--- src/rtl/mem_arbiter.sv ---
// mem_arbiter: shares one memory port between instruction fetch and data accesses, one access in flight
module mem_arbiter #(
   parameter int unsigned STARVE_LIMIT = 4
) (
   input  logic        clk,
   input  logic        rst,
   input  logic        if_req,
   input  logic [31:0] if_addr,
   input  logic        flush_f,
   output logic        if_valid,
   output logic [31:0] if_data,
   input  logic        dm_req,
   input  logic        dm_we,
   input  logic [31:0] dm_addr,
   input  logic [31:0] dm_wdata,
   input  logic [3:0]  dm_be,
   output logic        dm_done,
   output logic [31:0] dm_rdata,
   output logic        dm_stall,
   output logic        mem_req,
   output logic        mem_we,
   output logic [31:0] mem_addr,
   output logic [31:0] mem_wdata,
   output logic [3:0]  mem_be,
   input  logic        mem_ack,
   input  logic [31:0] mem_rdata
);
   typedef enum logic [1:0] {IDLE, FETCH, DATA} state_t;
   localparam logic [3:0] LIMIT = 4'(STARVE_LIMIT);
   state_t      state_q, state_d;
   logic [3:0]  starve_cnt_q, starve_cnt_d;
   logic        drop_q, drop_d;
   logic        mem_req_q, mem_req_d;
   logic        mem_we_q, mem_we_d;
   logic [31:0] mem_addr_q, mem_addr_d;
   logic [31:0] mem_wdata_q, mem_wdata_d;
   logic [3:0]  mem_be_q, mem_be_d;
   logic        data_win;
   assign data_win = dm_req && (!if_req || starve_cnt_q < LIMIT);
   // next state: arbitrate only from IDLE, then hold the request until the ack retires it
   always_comb begin
      state_d      = state_q;
      starve_cnt_d = starve_cnt_q;
      drop_d       = drop_q;
      mem_req_d    = mem_req_q;
      mem_we_d     = mem_we_q;
      mem_addr_d   = mem_addr_q;
      mem_wdata_d  = mem_wdata_q;
      mem_be_d     = mem_be_q;
      case (state_q)
         IDLE: begin
            drop_d = 1'b0;
            if (data_win) begin
               state_d      = DATA;
               mem_req_d    = 1'b1;
               mem_we_d     = dm_we;
               mem_addr_d   = dm_addr;
               mem_wdata_d  = dm_wdata;
               mem_be_d     = dm_be;
               starve_cnt_d = (if_req && starve_cnt_q < LIMIT) ? starve_cnt_q + 4'd1 : starve_cnt_q;
            end else if (if_req) begin
               state_d      = FETCH;
               mem_req_d    = 1'b1;
               mem_we_d     = 1'b0;
               mem_addr_d   = if_addr;
               mem_be_d     = 4'hF;
               starve_cnt_d = '0;
            end
         end
         FETCH: begin
            drop_d = drop_q || flush_f;
            if (mem_ack) begin
               state_d   = IDLE;
               mem_req_d = 1'b0;
               drop_d    = 1'b0;
            end
         end
         DATA: begin
            if (mem_ack) begin
               state_d   = IDLE;
               mem_req_d = 1'b0;
            end
         end
         default: state_d = IDLE;
      endcase
   end
   // state and registered memory request fields
   always_ff @(posedge clk) begin
      if (rst) begin
         state_q      <= IDLE;
         starve_cnt_q <= '0;
         drop_q       <= 1'b0;
         mem_req_q    <= 1'b0;
         mem_we_q     <= 1'b0;
         mem_addr_q   <= '0;
         mem_wdata_q  <= '0;
         mem_be_q     <= '0;
      end else begin
         state_q      <= state_d;
         starve_cnt_q <= starve_cnt_d;
         drop_q       <= drop_d;
         mem_req_q    <= mem_req_d;
         mem_we_q     <= mem_we_d;
         mem_addr_q   <= mem_addr_d;
         mem_wdata_q  <= mem_wdata_d;
         mem_be_q     <= mem_be_d;
      end
   end
   assign mem_req   = mem_req_q;
   assign mem_we    = mem_we_q;
   assign mem_addr  = mem_addr_q;
   assign mem_wdata = mem_wdata_q;
   assign mem_be    = mem_be_q;
   assign if_valid  = (state_q == FETCH) && mem_ack && !drop_q && !flush_f;
   assign dm_done   = (state_q == DATA) && mem_ack;
   assign dm_stall  = dm_req && !dm_done;
   assign if_data   = mem_rdata;
   assign dm_rdata  = mem_rdata;
endmodule

--- config.mk ---
export PLATFORM = sky130hd
export DESIGN_NAME = mem_arbiter
export DESIGN_NICKNAME = d
export VERILOG_FILES = /design/src/rtl/mem_arbiter.sv
export SDC_FILE = /design/constraint.sdc
export NUM_CORES = 1
export LEC_CHECK = 0
export BUFFER_PORTS_ARGS = -buffer_cell sky130_fd_sc_hd__buf_2
export CAP_MARGIN = 15
export CORE_MARGIN = 4
export CORE_UTILIZATION = 30
export CTS_CLUSTER_SIZE = 20
export DETAILED_ROUTE_END_ITERATION = 12
export GPL_TIMING_DRIVEN = 0
export PLACE_DENSITY_LB_ADDON = 0.2
export RECOVER_POWER = 25
export SLEW_MARGIN = 5
export SYNTH_ARGS = -nofsm -noshare
export SYNTH_HDL_FRONTEND = slang
export SYNTH_SLANG_ARGS = --single-unit
--- constraint.sdc ---
create_clock -name clk -period 2.95 [get_ports clk]
set_clock_uncertainty 0.15 [all_clocks]
set_input_delay 0.1475 -clock clk [delete_from_list [all_inputs] [get_ports clk]]
set_output_delay 0.1475 -clock clk [all_outputs]
set_load 0.03 [all_outputs]
==> results.md, run 1 <==
- Status: finished, final reports clean
- CTS tree: done
- Cell variety after synth: 33
- Final setup violation count: 0
- Core region area: roughly 13000 um2
- CP max FO: 10
- Critical Path AT: ~2500 ps
- Grt total ovfl: 0
- First-pass GRT wire length: around 23000 um
- Antenna viol nets, final: 0
- Die area: 15600 um2
- RR Endpoint: mem_addr[21]$_SDFFE_PP0P_
- Worst Hold Slack: 20.2 ps
- Die X: 125 um
- Die height: roughly 120 um
- Layout area overhead: 63.1%
- MaxCap Viol Count: 0
- Initial drt markers: around 130
- Max Clk Rate: about 420 MHz
- Top Ports: between 200 and 300
- Drt drc: 0
- Final TNS setup: 0 ps
- Initial core utilization: 0.308
- Crit path launch type: flip-flop
- Unrepaired setup endpoints after global routing: no
- Hold Crit Class: in2reg
- XOR/XNOR Fraction of Synth Area: 0.00427
- Static leakage: between 3 and 4 nW
- Via density per instance: between 4 and 5
- Synth Cell Area: between 4000 and 5000 um2
- Sink Count: 77
- Commonest cells after routing, fill and taps aside: buf_2 (196), dlygate4sd3_1 (91), dfxtp_1 (77), buf_4 (70), clkbuf_1 (69)
- 1st-pass router iterations: 4
- Antenna diodes: 0
- CP endpoint: mem_addr[21]$_SDFFE_PP0P_
- Largest net degree at the start of global routing: 13
- Clock Path Buffers: 2
- Final GP Congestion: around 0.77
- Post-DP HPWL: around 11000 um
- H-Tree Depth: 3
- Vias in the first global route: ~4700
- Final cycle utilization of the critical path: 0.810
- Synth Area in Compound Gates: 0.188
- WHS Path Cells: 3
- Post-Synth Simple-Gate Area: 0.163
- Data required, critical path: 3070 ps
- Worst VDD drop: about 0.00029 V
- WL final: about 14000 um
- Skew-Pair Late Insertion Delay: around 340 ps
- Layout cells sized above 1: 0.368
- Cell area power density: ~530 nW/um2
- Synth Area in Adders: 0.0153
- PortBufs: 241
- Synth Net Count: 605
- WL/cell: roughly 15 um
- Final instance area: approximately 6700 um2
- Launch point of the worst path: state_q[0]$_SDFFE_PP0P_
- Slew HR: 0.638
- Worst-Margin Slew: 543 ps
- Worst R2R Path Depth: 8
- Nets@finish: 948
- TritonCTS Buffers: 9
- Postcts setup bufs: 0
- CTS clk-pin slew, worst paths: ~60 ps
- Commonest non-fill, non-tap cell in the layout: buf_2
- Avg Inst Size Synth: approximately 8.9 um2
- CTS resizes: 0
- Reg2reg start: state_q[0]$_SDFFE_PP0P_
- Via count: roughly 4500
- Fin crit period: ~2400 ps
- Placement Rows: between 40 and 50
- Root Buffer: clkbuf_16
- #FFs+latches synth: 77
- Initial antenna violation count: 0
- Mux contribution to synthesized area: 0.0781
- Largest family of logic cells by synthesized area: compound AO/OA/AOI/OAI gates
- Fin. max-slew vios: 0
- Final hold vios: 0
- Yosys warnings: 0
- Gr usage total: 0.181
- Syn Inst Count: around 460
- Area post-placement: between 5000 and 6000 um2
- Crit. End Element: flip-flop
- R2R setup slack: 560 ps
- Post-synthesis sequential area ratio: 0.376
- Worst setup path class: reg2reg
[per-stage QoR]
step                      instances  worst slack, ps  total power [W]  utilization
after floorplan                 461             1090          0.00195            -
after CTS                       984              590          0.00359        0.508
after global placement          878             1200          0.00224        0.416
after global routing            984              404          0.00370        0.503
final                           984              560          0.00353        0.503
after detailed placement        878             1120          0.00226        0.416
[power breakdown]
group	internal (W)	total, W	leakage, nW	switching, W
clock network	0.000754	0.00118	0.158	0.000426
logic	0.000482	0.00114	2.35	0.000656
registers	0.00115	0.00121	0.636	0.0000579
[critical path, cell delays in order, from the launching register on]
cell,delay (ps)
dfxtp_1,380
inv_1,80
ha_1,300
o21ai_2,120
buf_4,210
buf_6,160
a31oi_1,50
a211oi_1,270
dlygate4sd3_1,600
[cell type report]
class | instances | area (um2)
fillers | 1314 | 6610
repair buffers | 332 | 2050
multi-input cells | 280 | 1840
flip-flops and latches | 77 | 1540
plain buffers | 101 | 704
clock buffers | 10 | 239
well taps | 176 | 220
clock inverters | 5 | 75.1
inverters | 3 | 11.3
[per-layer routing]
layer / routed length [um] / track usage / vias to the layer above
met5: 0 / 0 / -
met2: 7190 / 0.321 / 191
met3: 1340 / 0.0759 / 21
met1: 5680 / 0.196 / 2031
met4: 212 / 0.0529 / 0
li1: - / - / 2216
[kinds of logic after synthesis]
family	Yosys count
buffers and inverters	104
adders and majority gates	5
xor gates and xnor gates	2
DFF	77
and+or+nand+nor	125
AOI/OAI and AO/OA	116
muxes	32
[what timing repair did]
| item | CTS | global route |
|---|---|---|
| endpoints found under the setup margin | 0 | 0 |
| endpoints found under the hold margin | 71 | 0 |
| hold buffers | 91 | 0 |
[registers in the layout (all words and copies together), names as in the netlist]
name          count
mem_wdata        32
mem_addr         32
mem_we            1
drop_q            1
state_q           2
mem_be            4
starve_cnt_q      4
mem_req           1
[cell usage after synthesis]
master     n  share of area
o21ai_2    2         0.0043
nor2_1    44          0.040
a22oi_1    1         0.0018
buf_6      7          0.019
and3_1     1         0.0015
o21ai_0   28          0.034
a31oi_1   32          0.049
mux2i_1   32          0.078
and2_1     1         0.0015
nor4bb_1   1         0.0024
inv_1      3         0.0027
and3b_1    1         0.0021
a211oi_2   6          0.018
o21a_4     1         0.0037
nor2b_1    1         0.0015
buf_2      8         0.0098
nand3_1    2         0.0024
ha_1       5          0.015
nor3b_1    2         0.0037
clkbuf_1  16          0.015
buf_4     70           0.13
o21a_1     1         0.0018
a211oi_1  31          0.057
or3_1      1         0.0015
xor2_1     2         0.0043
a211o_1    1         0.0021
dfxtp_1   77           0.38
a21oi_1    5         0.0061
nand2_1    4         0.0037
o21ai_1    7         0.0085
or4_1      1         0.0018
o21bai_1   1         0.0018
nand2b_1  66           0.10
[worst min path at each step]
stage,from,endpoint,slack (ps)
after global routing,dm_addr[29],mem_addr[29]$_SDFFE_PP0P_,20
after detailed placement,dm_we,mem_we$_SDFFE_PP0P_,250
after global placement,mem_ack,drop_q$_SDFFE_PP0P_,250
after floorplan,mem_ack,drop_q$_SDFFE_PP0P_,100
after CTS,dm_addr[23],mem_addr[23]$_SDFFE_PP0P_,0.6
final,dm_addr[25],mem_addr[25]$_SDFFE_PP0P_,20
Power figures use the tool's default switching activity.
==> inputs of run 2 (changes only) <==
==> constraint.sdc (replaced) <==
create_clock -name clk -period 2.1 [get_ports clk]
set_clock_uncertainty 0.15 [all_clocks]
set_input_delay 0.105 -clock clk [delete_from_list [all_inputs] [get_ports clk]]
set_output_delay 0.105 -clock clk [all_outputs]
set_load 0.03 [all_outputs]
==> run 2 against run 1 <==
Effect of this change:
- register-to-register slack worse by 340 ps
- die area unchanged
- worst setup slack got worse by 340 ps
- clock power up 40%
- highest routed layer unchanged
- maximum frequency up 27%
- count of clock-buffer cells in the layout unchanged
- critical endpoint is now drop_q$_SDFFE_PP0P_
==> results.md, run 2 (synthesized netlist as in run 1, its figures left out) <==
- Status: finished, final reports clean
- Layout cells sized above 1: 0.362
- Postcts setup bufs: 0
- Setup ws final: around 220 ps
- CP max FO: 8
- Finished Layout Cells: about 1000
- Clock Path Buffers: 2
- Sink Count: a little under 80
- Die area: roughly 16000 um2
- Core region area: about 13000 um2
- WHS Path Cells: 3
- Final setup violation count: 0
- Hold Crit Class: in2reg
- Drt drc: 0
- CTS resizes: 0
- Root Buffer: clkbuf_16
- Die height: approximately 120 um
- Initial core utilization: 0.308
- R2R setup slack: 220 ps
- Skew-Pair Late Insertion Delay: between 300 and 400 ps
- H-Tree Depth: 3
- Commonest non-fill, non-tap cell in the layout: buf_2
- Fin crit period: about 1900 ps
- Unrepaired setup endpoints after global routing: no
- CTS clk-pin slew, worst paths: 60 ps
- Tot Pwr: 0.00494 W
- Crit path launch type: flip-flop
- Reg2reg start: state_q[0]$_SDFFE_PP0P_
- Via density per instance: between 4 and 5
- Final cycle utilization of the critical path: 0.893
- Worst VDD drop: 0.000443 V
- WL final: between 10000 and 15000 um
- Met1 GRT Util: 0.201
- RR Endpoint: drop_q$_SDFFE_PP0P_
- First-pass GRT wire length: roughly 24000 um
- Cell area power density: about 730 nW/um2
- MaxCap Viol Count: 0
- Placed cells: a little under 900
- 1st-pass router iterations: 4
- Met2 Resource Use GR: 0.330
- Crit. End Element: flip-flop
- Data required, critical path: about 2200 ps
- PortBufs: approximately 240
- Commonest cells after routing, fill and taps aside: buf_2 (196), dlygate4sd3_1 (103), dfxtp_1 (77), buf_4 (70), clkbuf_1 (69)
- Slew HR: 0.643
- Met3 usage: 0.0695
- Placement Rows: 42
- Pre-CTS WS: 273 ps
- Worst setup path class: reg2reg
- TritonCTS Buffers: 9
- Vias in the first global route: about 4800
- Final TNS setup: 0 ps
- Worst R2R Path Depth: 6
- CTS tree: done
- Peak-usage layer in the global routing report: met2
- FILL cells: approximately 1300
- Worst-Margin Slew: between 500 and 600 ps
- Final GP Congestion: approximately 0.77
- Post-CTS Hold Fix Bufs: ~100
- Critical Path AT: between 1500 and 2000 ps
- Fin. max-slew vios: 0
- Static leakage: around 3.2 nW
- WL/cell: between 10 and 15 um
- Hold Path Sink: mem_addr[10]$_SDFFE_PP0P_
- Antenna diodes: 0
- Post-DP HPWL: approximately 11000 um
- Largest net degree at the start of global routing: 13
- Top Ports: 276
- Die X: 125 um
- Gr usage total: 0.184
- Nets@finish: 960
- Max Clk Rate: between 500 and 600 MHz
- Antenna viol nets, final: 0
- Final hold vios: 0
- Via count: ~4500
- Layout area overhead: 66.0%
- Initial antenna violation count: 0
- Grt total ovfl: 0
- Hold_sp: dm_addr[10]
- Initial drt markers: approximately 150
[run 2: layer usage]
metal  vias up  share of wire
met4         0          0.014
li1       2240              -
met3        19          0.084
met1      2081           0.40
met5         -              0
met2       200           0.50
[run 2: cell type report]
class / instances / area (um2) / share of cell area
well taps: 176 / 220 / 0.0324
repair buffers: 344 / 2170 / 0.319
plain buffers: 101 / 704 / 0.104
flip-flops and latches: 77 / 1540 / 0.227
multi-input cells: 280 / 1840 / 0.271
clock inverters: 5 / 75.1 / 0.0110
clock buffers: 10 / 239 / 0.0351
inverters: 3 / 11.3 / 0.00166
[run 2: critical path, cell delays in order, from the launching register on]
cell and delay, ps:
dfxtp_1 340, inv_1 90, ha_1 320, nand2b_1 90, a22oi_1 150, a211oi_1 60, dlygate4sd3_1 570
[run 2: how the worst max path moves through the flow]
stage | from | end | cells after the start
global placement | state_q[0]$_SDFFE_PP0P_ | mem_addr[25]$_SDFFE_PP0P_ | 7
floorplan | state_q[1]$_SDFFE_PP0P_ | if_valid | 3
global route | state_q[0]$_SDFFE_PP0P_ | drop_q$_SDFFE_PP0P_ | 6
CTS | state_q[0]$_SDFFE_PP0P_ | drop_q$_SDFFE_PP0P_ | 6
finish | state_q[0]$_SDFFE_PP0P_ | drop_q$_SDFFE_PP0P_ | 6
detailed placement | state_q[0]$_SDFFE_PP0P_ | mem_addr[20]$_SDFFE_PP0P_ | 7
[run 2: report_power, final]
| part | total [W] | switching [W] | internal, W |
|---|---|---|---|
| clock | 0.00165 | 0.000595 | 0.00106 |
| combinational | 0.00158 | 0.000924 | 0.000660 |
| sequential | 0.00170 | 0.0000805 | 0.00162 |
| total | 0.00494 | 0.00160 | 0.00334 |
[run 2: metrics by stage]
| stage | hold slack [ps] | area, um2 | utilization |
|---|---|---|---|
| final | 39.6 | 6800 | 0.512 |
| after global routing | 26.0 | 6800 | 0.512 |
| after CTS | 16.6 | 6870 | 0.517 |
| after detailed placement | 212 | 5530 | 0.416 |
| after global placement | 205 | 5530 | 0.416 |
| after floorplan | 54.6 | 4100 | - |
==> inputs of run 3 (changes only) <==
--- a/config.mk
+++ b/config.mk
@@ -14,6 +14,7 @@
 export GPL_TIMING_DRIVEN = 0
 export PLACE_DENSITY_LB_ADDON = 0.2
 export RECOVER_POWER = 25
+export REMOVE_ABC_BUFFERS = 1
 export SLEW_MARGIN = 5
 export SYNTH_ARGS = -nofsm -noshare
 export SYNTH_HDL_FRONTEND = slang
==> run 3 against run 2 <==
Effect of this change:
- die area did not move
- cell area shrank 12%
- critical path type unchanged
- core utilization decreased by 5.9 points
- sequential cell count unchanged
- critical path depth unchanged
- count of clock-buffer cells in the layout rose by 1
- global-route usage is 1.0 points higher
- first-iteration DRC count shrank 2.7%
- critical endpoint is now state_q[1]$_SDFFE_PP0P_
- clock power about the same
==> results.md, run 3 (synthesized netlist as in run 1, its figures left out) <==
- MaxCap Viol Count: 0
- Nets@finish: just over 800
- CTS clk-pin slew, worst paths: around 60 ps
- Clk pwr share: 0.354
- Initial core utilization: 0.308
- CP max stage cell: or4_1
- Worst setup path class: reg2reg
- Worst VDD drop: approximately 0.00042 V
- CTS tree: done
- Largest net degree at the start of global routing: 105
- Final core occ: 0.453
- Hold Crit Class: in2reg
- Via count: 4052
- Die X: 125 um
- Final GP Congestion: 0.731
- PortBufs: 179
- Unrepaired setup endpoints after global routing: no
- Initial drt markers: 145
- Worst Hold Slack: 19.8 ps
- Initial antenna violation count: 0
- Cell area power density: about 770 nW/um2
- WL final: about 15000 um
- Antenna diodes: 0
- WL/cell: 18.2 um
- TritonCTS Buffers: 9
- Gr usage total: 0.194
- Slew HR: 0.351
- Cell Chain, Critical Path: inv_1 > ha_4 > o21ai_4 > buf_16 > or4_1 > a21oi_1
- Die height: between 100 and 150 um
- Seq pwr share: 0.366
- Crit. End Element: flip-flop
- Area post-placement: 4630 um2
- Final cycle utilization of the critical path: 0.927
- Die area: about 16000 um2
- Static leakage: 2.69 nW
- Vias in the first global route: 4275
- H-Tree Depth: 3
- Layout cells sized above 1: 0.320
- Commonest non-fill, non-tap cell in the layout: buf_2
- Commonest cells after routing, fill and taps aside: buf_2 (178), dlygate4sd3_1 (104), dfxtp_1 (77), nand2b_1 (66), nor2_1 (44)
- Antenna viol nets, final: 0
- Core region area: 13300 um2
- Skew-Pair Late Insertion Delay: about 330 ps
- NetSw: between 0.001 and 0.0015 W
- Post-DP HPWL: roughly 9500 um
- Root Buffer: clkbuf_16
- Clock Path Buffers: 2
- Layout area overhead: 46.9%
- First-pass GRT wire length: ~24000 um
- Switching share of power: 0.310
- Final instance area: 6020 um2
- Data required, critical path: approximately 2200 ps
- 1st-pass router iterations: 4
- Logic pwr share: 0.280
- Drt drc: 0
- Placement Rows: 42
- Critical Path AT: 2060 ps
- Final hold vios: 0
- Via density per instance: just under 5
- Sink Count: 77
- CP max FO: 25
- Max stage delay on crit path: between 400 and 500 ps
- Grt total ovfl: 0
- Status: finished, final reports clean
- Top Ports: roughly 280
- Worst-Margin Slew: 973 ps
- Max Clk Rate: between 500 and 600 MHz
- FILL cells: roughly 1300
- Fin. max-slew vios: 0
- Cell-internal power: approximately 0.0032 W
- Fin crit period: about 1900 ps
- Crit path launch type: flip-flop
- Final setup violation count: 0
-- run 3: cell count changes in the layout (fill, tap and decap cells not counted), sizes merged --
cell / change
inv: -1
clkinvlp: +2
buf: -88
dlygate4sd3: +1
clkbuf: -68
-- run 3: power by group through the flow --
stage                     sequential (W)  clock, W  combinational (W)
final                            0.00170   0.00164            0.00130
after global routing             0.00172   0.00175            0.00140
after CTS                        0.00170   0.00170            0.00129
after detailed placement         0.00172         0            0.00113
after global placement           0.00172         0            0.00110
after floorplan                  0.00201         0           0.000410
-- run 3: layer usage --
metal,vias to the layer above,track usage,part of all wire
li1,1925,-,-
met1,1856,0.238,0.44
met2,251,0.271,0.41
met3,20,0.121,0.14
met4,0,0.0733,0.017
met5,-,0.0392,0
-- run 3: per-stage QoR --
step / total power, W / setup slack [ps] / setup TNS (ps) / instances
floorplan: 0.00242 / -703 / -22480 / 360
global placement: 0.00281 / -1640 / -69940 / 715
detailed placement: 0.00285 / -530 / -8010 / 719
CTS: 0.00469 / 62.7 / 0 / 842
global route: 0.00488 / 57.4 / 0 / 842
finish: 0.00464 / 154 / 0 / 842
-- run 3: layout make-up --
type                    count  area (um2)  area share
repair buffers            289        2050       0.340
multi-input cells         280        1880       0.312
flip-flops and latches     77        1540       0.256
clock buffers              11         233      0.0387
well taps                 176         220      0.0366
clock inverters             5        75.1      0.0125
inverters                   3        15.0     0.00249
repair inverters            1        7.51     0.00125
-- run 3: timing repair --
| item | CTS | global route |
|---|---|---|
| endpoints found under the setup margin | 36 | 1 |
| hold endpoints to repair | 72 | 0 |
| gates resized for setup | 4 | 1 |
| setup buffers | 2 | 0 |
| hold buffers | 104 | 0 |
| cloned | 1 | 0 |
-- run 3: worst paths after layout --
path | start | end | slack (ps) | cells after the start
worst min-delay path | dm_addr[31] | mem_addr[31]$_SDFFE_PP0P_ | 20 | 3
worst max register to register | state_q[0]$_SDFFE_PP0P_ | state_q[1]$_SDFFE_PP0P_ | 150 | 6
worst min register to register | mem_we$_SDFFE_PP0P_ | mem_we$_SDFFE_PP0P_ | 310 | 2
worst max-delay path | state_q[0]$_SDFFE_PP0P_ | state_q[1]$_SDFFE_PP0P_ | 150 | 6
-- run 3: worst max-delay path: cells and delay by family (launching register included) --
family	cells	cell delay [ps]
fa+ha+maj	1	210
simple gates	1	470
buf+inv	2	380
flops	1	330
compound gates	2	330
